## src/rtl/wb_mem_arbiter.sv

```systemverilog
// Two-master Wishbone-style arbiter in front of the unified instruction/data RAM.
// m0 is the read-only fetch port, m1 the load/store port; one transfer is in flight at a time.
module wb_mem_arbiter #(
  parameter int ADDR_W  = 32,
  parameter int DATA_W  = 32,
  parameter int RR_MODE = 0
) (
  input  logic              clk,
  input  logic              rst_n,
  input  logic [ADDR_W-1:0] m0_adr,
  input  logic              m0_stb,
  output logic [DATA_W-1:0] m0_dat_o,
  output logic              m0_ack,
  input  logic [ADDR_W-1:0] m1_adr,
  input  logic [DATA_W-1:0] m1_dat_i,
  input  logic              m1_we,
  input  logic              m1_stb,
  output logic [DATA_W-1:0] m1_dat_o,
  output logic              m1_ack,
  output logic [ADDR_W-1:0] s_adr,
  output logic [DATA_W-1:0] s_dat_o,
  output logic              s_we,
  output logic              s_stb,
  input  logic [DATA_W-1:0] s_dat_i,
  input  logic              s_ack
);

  typedef enum logic [1:0] {
    IDLE = 2'd0,
    BUS  = 2'd1,
    RESP = 2'd2
  } state_t;

  state_t            state_reg, state_next;
  logic              grant_reg;   // 0 = m0, 1 = m1
  logic              last_reg;    // master served by the most recent completed transfer
  logic [ADDR_W-1:0] adr_reg;
  logic [DATA_W-1:0] dat_reg;
  logic              we_reg;
  logic [DATA_W-1:0] m0_rdata_reg, m1_rdata_reg;
  logic              any_req;
  logic              winner;

  assign any_req = m0_stb | m1_stb;

  // On a tie, round-robin hands the bus to whoever did not have it last.
  always_comb begin
    winner = m1_stb;
    if (m0_stb && m1_stb) begin
      winner = (RR_MODE != 0) ? ~last_reg : 1'b1;
    end
  end

  always_ff @(posedge clk) begin
    if (!rst_n) begin
      state_reg <= IDLE;
    end else begin
      state_reg <= state_next;
    end
  end

  always_comb begin
    state_next = state_reg;
    unique case (state_reg)
      IDLE:    if (any_req) state_next = BUS;
      BUS:     if (s_ack) state_next = RESP;
      RESP:    state_next = IDLE;
      default: state_next = IDLE;
    endcase
  end

  // Request latch, read-data capture and round-robin history.
  always_ff @(posedge clk) begin
    if (!rst_n) begin
      grant_reg    <= 1'b0;
      last_reg     <= 1'b0;
      adr_reg      <= '0;
      dat_reg      <= '0;
      we_reg       <= 1'b0;
      m0_rdata_reg <= '0;
      m1_rdata_reg <= '0;
    end else begin
      unique case (state_reg)
        IDLE: begin
          if (any_req) begin
            grant_reg <= winner;
            adr_reg   <= winner ? m1_adr : m0_adr;
            dat_reg   <= winner ? m1_dat_i : '0;
            we_reg    <= winner & m1_we;
          end
        end
        BUS: begin
          if (s_ack && !we_reg) begin
            if (grant_reg) begin
              m1_rdata_reg <= s_dat_i;
            end else begin
              m0_rdata_reg <= s_dat_i;
            end
          end
        end
        RESP: begin
          last_reg <= grant_reg;
        end
        default: begin
        end
      endcase
    end
  end

  always_comb begin
    s_stb   = 1'b0;
    s_adr   = '0;
    s_dat_o = '0;
    s_we    = 1'b0;
    m0_ack  = 1'b0;
    m1_ack  = 1'b0;
    if (state_reg == BUS) begin
      s_stb   = 1'b1;
      s_adr   = adr_reg;
      s_dat_o = dat_reg;
      s_we    = we_reg;
    end
    if (state_reg == RESP) begin
      m0_ack = ~grant_reg;
      m1_ack = grant_reg;
    end
  end

  assign m0_dat_o = m0_rdata_reg;
  assign m1_dat_o = m1_rdata_reg;

endmodule

```

## config.mk

```make
export PLATFORM = sky130hd
export DESIGN_NAME = wb_mem_arbiter
export DESIGN_NICKNAME = d
export VERILOG_FILES = /design/src/rtl/wb_mem_arbiter.sv
export SDC_FILE = /design/constraint.sdc
export NUM_CORES = 1
export LEC_CHECK = 0
export CAP_MARGIN = 20
export CORE_UTILIZATION = 42
export DETAILED_ROUTE_END_ITERATION = 10
export PLACE_DENSITY = 0.81
export SETUP_SLACK_MARGIN = 0.2
export SLEW_MARGIN = 30
export SYNTH_ARGS = -nofsm -noshare
export SYNTH_HDL_FRONTEND = slang
export SYNTH_SLANG_ARGS = --single-unit
```

## constraint.sdc

```tcl
create_clock -name clk -period 2.1 [get_ports clk]
set_clock_uncertainty 0.1 [all_clocks]
set_input_delay 0.63 -clock clk [delete_from_list [all_inputs] [get_ports clk]]
set_output_delay 0.63 -clock clk [all_outputs]
set_load 0.01 [all_outputs]
```

* After elaboration in Yosys (flattened, before gate mapping)
Cells that the tools add are included.
** Word-level totals
- Flip-flop bits (word level) :: 132
- Input port bits :: 134
- Word-level logic and storage cells :: 34
** Operators by class
- Equal/unequal tests :: 4
- Muxes and demuxes :: 12
- Bitwise gates (word level) :: 3
- Reduce and logical (&&, ||, !) cells :: 8
** Operator list (count)
- 2-to-1 mux 32 bit :: 4
- AND reduction 3 bit :: 2
- 2-to-1 mux 1 bit :: 5
- 2-to-1 mux 2 bit :: 2
- inequality test 2 bit (second input constant) :: 2
- one-hot mux 2 bit (2 select lines) :: 1
- AND reduction 2 bit :: 2
- equality test 2 x 1 -> 1 bit (second input constant) :: 1
- equality test 2 bit (second input constant) :: 1
- logical AND 1 bit :: 2
- logical NOT 2 bit :: 1
- AND 1 bit :: 1
- logical NOT 1 bit :: 1
- NOT 1 bit :: 1
- bitwise OR 1 bit :: 1

* Longest topological paths before layout
- Depth in word-level cells :: 3
- Mapped depth :: 6
- Mapped depth without buffers :: 3

* Worst setup path after synthesis
No wires, ideal clock.
- Path type :: reg2out
- Start :: register state_reg[0]
- End :: output s_adr[0]
- Arrival :: 1.269 ns
- Required time :: 1.370 ns
- Setup slack :: 0.101 ns
- Cell stages (with the launch flop) :: 6
- Buffers on the path :: 3
- Cell sequence :: dfxtp_1 -> nor2b_1 -> buf_2 -> clkbuf_1 -> clkbuf_1 -> and2_1
** Between the ends
- Longest elaborated chain between the ends :: 2
** RTL lines
- start: declaration :: line 34 : state_t state_reg, state_next;
- start signal: assignment :: line 58 : state_reg <= state_next;
- equality test 2 x 1 -> 1 bit :: line 117 : if (state_reg == BUS) begin
- 2-to-1 mux 32 bit :: line 117
- end: declaration :: line 20 : output logic [ADDR_W-1:0] s_adr,
No other way between the ends.

* Final worst setup path
- Start :: register state_reg[0]
- End :: output s_adr[8]
The elaborated chain is that of the path after synthesis.

==> results.json <==
{
  "utilization_after_layout_pct": 71.8,
  "clock-root-buffer": "sky130_fd_sc_hd__clkbuf_16",
  "worst-endpoint-required_ns": 1.37,
  "slew_viol_final": 0,
  "timing.critical_path.fanout_max": 4,
  "place_congestion": 0.783,
  "floorplan.initialDensity_pct": 43.3,
  "grt_pass1_vias": 5358,
  "holdCritStartpoint": "m0_dat_o[24]",
  "synth_cell_type_count": 25,
  "drive_above_1_share_pct": 20.9,
  "number_of_cts_inserted_buffers": 17,
  "gr-usage-all-layers_pct": 23.0,
  "worst_r2r_startpoint": "state_reg[0]",
  "clkTransAtPathRegs_ns": 0.06,
  "flops_latches_synth": 132,
  "post-layout-total-power_mw": 6.79,
  "post_drt_via_cell_ratio": 5.05,
  "grt_antenna_before_repair": 0,
  "tritoncts_num_sinks": 132,
  "most-common-layout-cells": "sky130_fd_sc_hd__clkdlybuf4s50_1 (131), sky130_fd_sc_hd__dfxtp_1 (130), sky130_fd_sc_hd__nand2_1 (129)",
  "mappedNetlistArea_um2": 5760,
  "drc": 0,
  "detail_route.wirelength_mm": 18.1,
  "cell_class_contributing_the_biggest_share_of_worst_path_delay": "buffers and inverters",
  "r2r_setup_slack_ns": 0.11,
  "vdd_ir_drop_max_uv": 549,
  "synthesis.nets": 759,
  "die_h_um": 119,
  "gate_count_after_technology_mapping": 625,
  "hold_viol_final": 0,
  "die_area_um2": 14200,
  "hold_path_depth": 2,
  "timing.hold.worst.class": "flip-flop to flip-flop",
  "timing.setup.tns_ns": -11.32,
  "place.port_buffers": 265,
  "timing.critical_path.slowest_cell_delay_ns": 0.32,
  "violations": "negative setup slack",
  "layout_stage_area_growth_over_the_synthesis_result_pct": 65.8,
  "cp_num_buf_inv": 5,
  "ant_nets": 0,
  "crit_path_top_delay_cell": "sky130_fd_sc_hd__dfxtp_2",
  "power_density_nw_per_um2": 711,
  "ctsHoldBuffers": 0,
  "mostFrequentLayoutCell": "sky130_fd_sc_hd__clkdlybuf4s50_1",
  "grt_start_max_net_pins": 109,
  "type_of_destination_of_the_critical_path": "output pin",
  "dpl-instance-area_um2": 8650,
  "grt_pass1_wl_mm": 25.8,
  "slew_of_the_pin_with_the_lowest_slew_margin_ns": 0.523,
  "detail_route.iter0.violations": 305,
  "crit-reg2reg-capture": "m0_dat_o[19]",
  "h-tree-depth": 4,
  "max_cap_viol_count": 0,
  "final_critical_path_setup_slack_ns": -0.324,
  "min_period_over_period_pct": 115,
  "yosysSeqAreaShare_pct": 45.9,
  "r2r.worst_path.cells": 7,
  "grt-ovfl-total": 0,
  "post_drt_wl_per_cell_um": 16.6,
  "design_area_um2": 9550,
  "status": "finished, violations left",
  "rsz0062_at_grt": "true",
  "mean_instance_size_in_the_synthesized_netlist_um2": 9.22,
  "worst-setup-path-type": "flip-flop to output pin",
  "hold_end": "m0_dat_o[24]",
  "yosys_warnings": 0,
  "core_outline_area_um2": 13300,
  "maxClockFrequency_mhz": 413,
  "design.portCount": 266,
  "dp_hpwl_mm": 11.7,
  "insertedDiodeCount": 0,
  "clock_insertion_delay_worst_skew_ns": 0.40,
  "max-slew-margin-rel_pct": 65.1,
  "setup.worst_path.start_class": "flip-flop",
  "crit_path_frequent_cell": "sky130_fd_sc_hd__buf_6",
  "preCtsSetupSlack_ns": -0.0758,
  "vias": 5483,
  "finish.net_count": 1031,
  "tritoncts": "yes",
  "detailedRoute.firstPassIterationCount": 5,
  "setup-violations-final": 63,
  "finalWorstPathRequiredPeriod_ns": 2.42,
  "power.leakage_nw": 4.63,
  "die-width_um": 119,
  "num_rows": 42,
  "maximum_root_to_sink_buffer_count": 2,
  "worstPathCellList": "nor2b_4, buf_6, clkbuf_16, buf_6, buf_6, and2_4, buf_6",
  "timing.critical_path.arrival_ns": 1.69
}
==> per-stage QoR <==
step | hold WS, ns | cells
global route | 0.371 | 1086
global placement | 0.342 | 1029
detailed placement | 0.349 | 1029
finish | 0.357 | 1086
floorplan | 0.343 | 625
CTS | 0.357 | 1063
==> worst min-delay path, delay by kind of cell, from the launching register on <==
family	cells	cell delay, ns
flip-flops	1	0.30
multiplexers	1	0.05
AND/OR/NAND/NOR	1	0.05
==> kinds of logic (layout without fill, tap and decap cells) <==
kind of cell | Yosys count | after routing | synth area share [%]
buffers and inverters | 57 | 342 | 4.30
muxes | 96 | 96 | 16.7
AOI/OAI and AO/OA | 101 | 101 | 13.1
DFF | 132 | 132 | 45.9
and+or+nand+nor | 239 | 239 | 20.0
==> layout make-up <==
cell class,count,area (um2)
clock buffer,18,429
timing repair buffer,309,3130
sequential,132,2650
multi-input combinational,436,2990
clock inverter,14,133
fill,1017,3740
inverter,1,3.75
tap,176,220
==> power breakdown <==
| part | internal, mW | total (mW) | switching (mW) |
|---|---|---|---|
| Combinational | 0.726 | 1.27 | 0.545 |
| Sequential | 2.66 | 2.74 | 0.0865 |
| Clock | 1.64 | 2.77 | 1.13 |
==> timing repair <==
action	in CTS	in global routing
endpoints found under the hold margin	0	0
setup endpoints to repair	132	74
cloned	0	6
resized for setup	170	211
pin swaps	0	19
setup buffers	2	17
==> how the worst max path moves through the flow <==
| stage | cells after the start | endpoint | slack (ns) | start |
|---|---|---|---|---|
| CTS | 4 | s_dat_o[25] | -0.45 | state_reg[0] |
| finish | 7 | s_adr[8] | -0.32 | state_reg[0] |
| global route | 7 | s_adr[8] | -0.38 | state_reg[0] |
| detailed placement | 4 | s_adr[4] | -0.08 | state_reg[0] |
| global placement | 5 | m0_dat_o[8] | -0.03 | s_ack |
| floorplan | 5 | adr_reg[18] | 0.21 | m1_stb |
==> synth_stat cells, drive strengths merged <==
cell type	n	area share, %
and3b	1	0.15
inv	1	0.065
nor2	3	0.20
a22oi	1	0.13
o211a	32	5.6
buf	12	1.4
nand2	129	8.4
and3	1	0.11
or2	2	0.22
nor3b	2	0.35
dfxtp	132	46
and2	65	7.1
o21a	1	0.13
o21ai	33	2.9
mux2i	96	17
clkbuf	44	2.9
nor4b	1	0.41
nand3	32	2.8
nand4b	1	0.15
a21boi	34	4.4
nor2b	2	0.22
==> metal layers <==
layer  vias up  routed length [um]  track usage, %
met5         -                   0               0
met4         0                 575            11.3
met3        44                1150            6.18
met2       200                9190            40.3
met1      2568                7160            25.7
li1       2671                   -               -
Power figures use the tool's default switching activity.
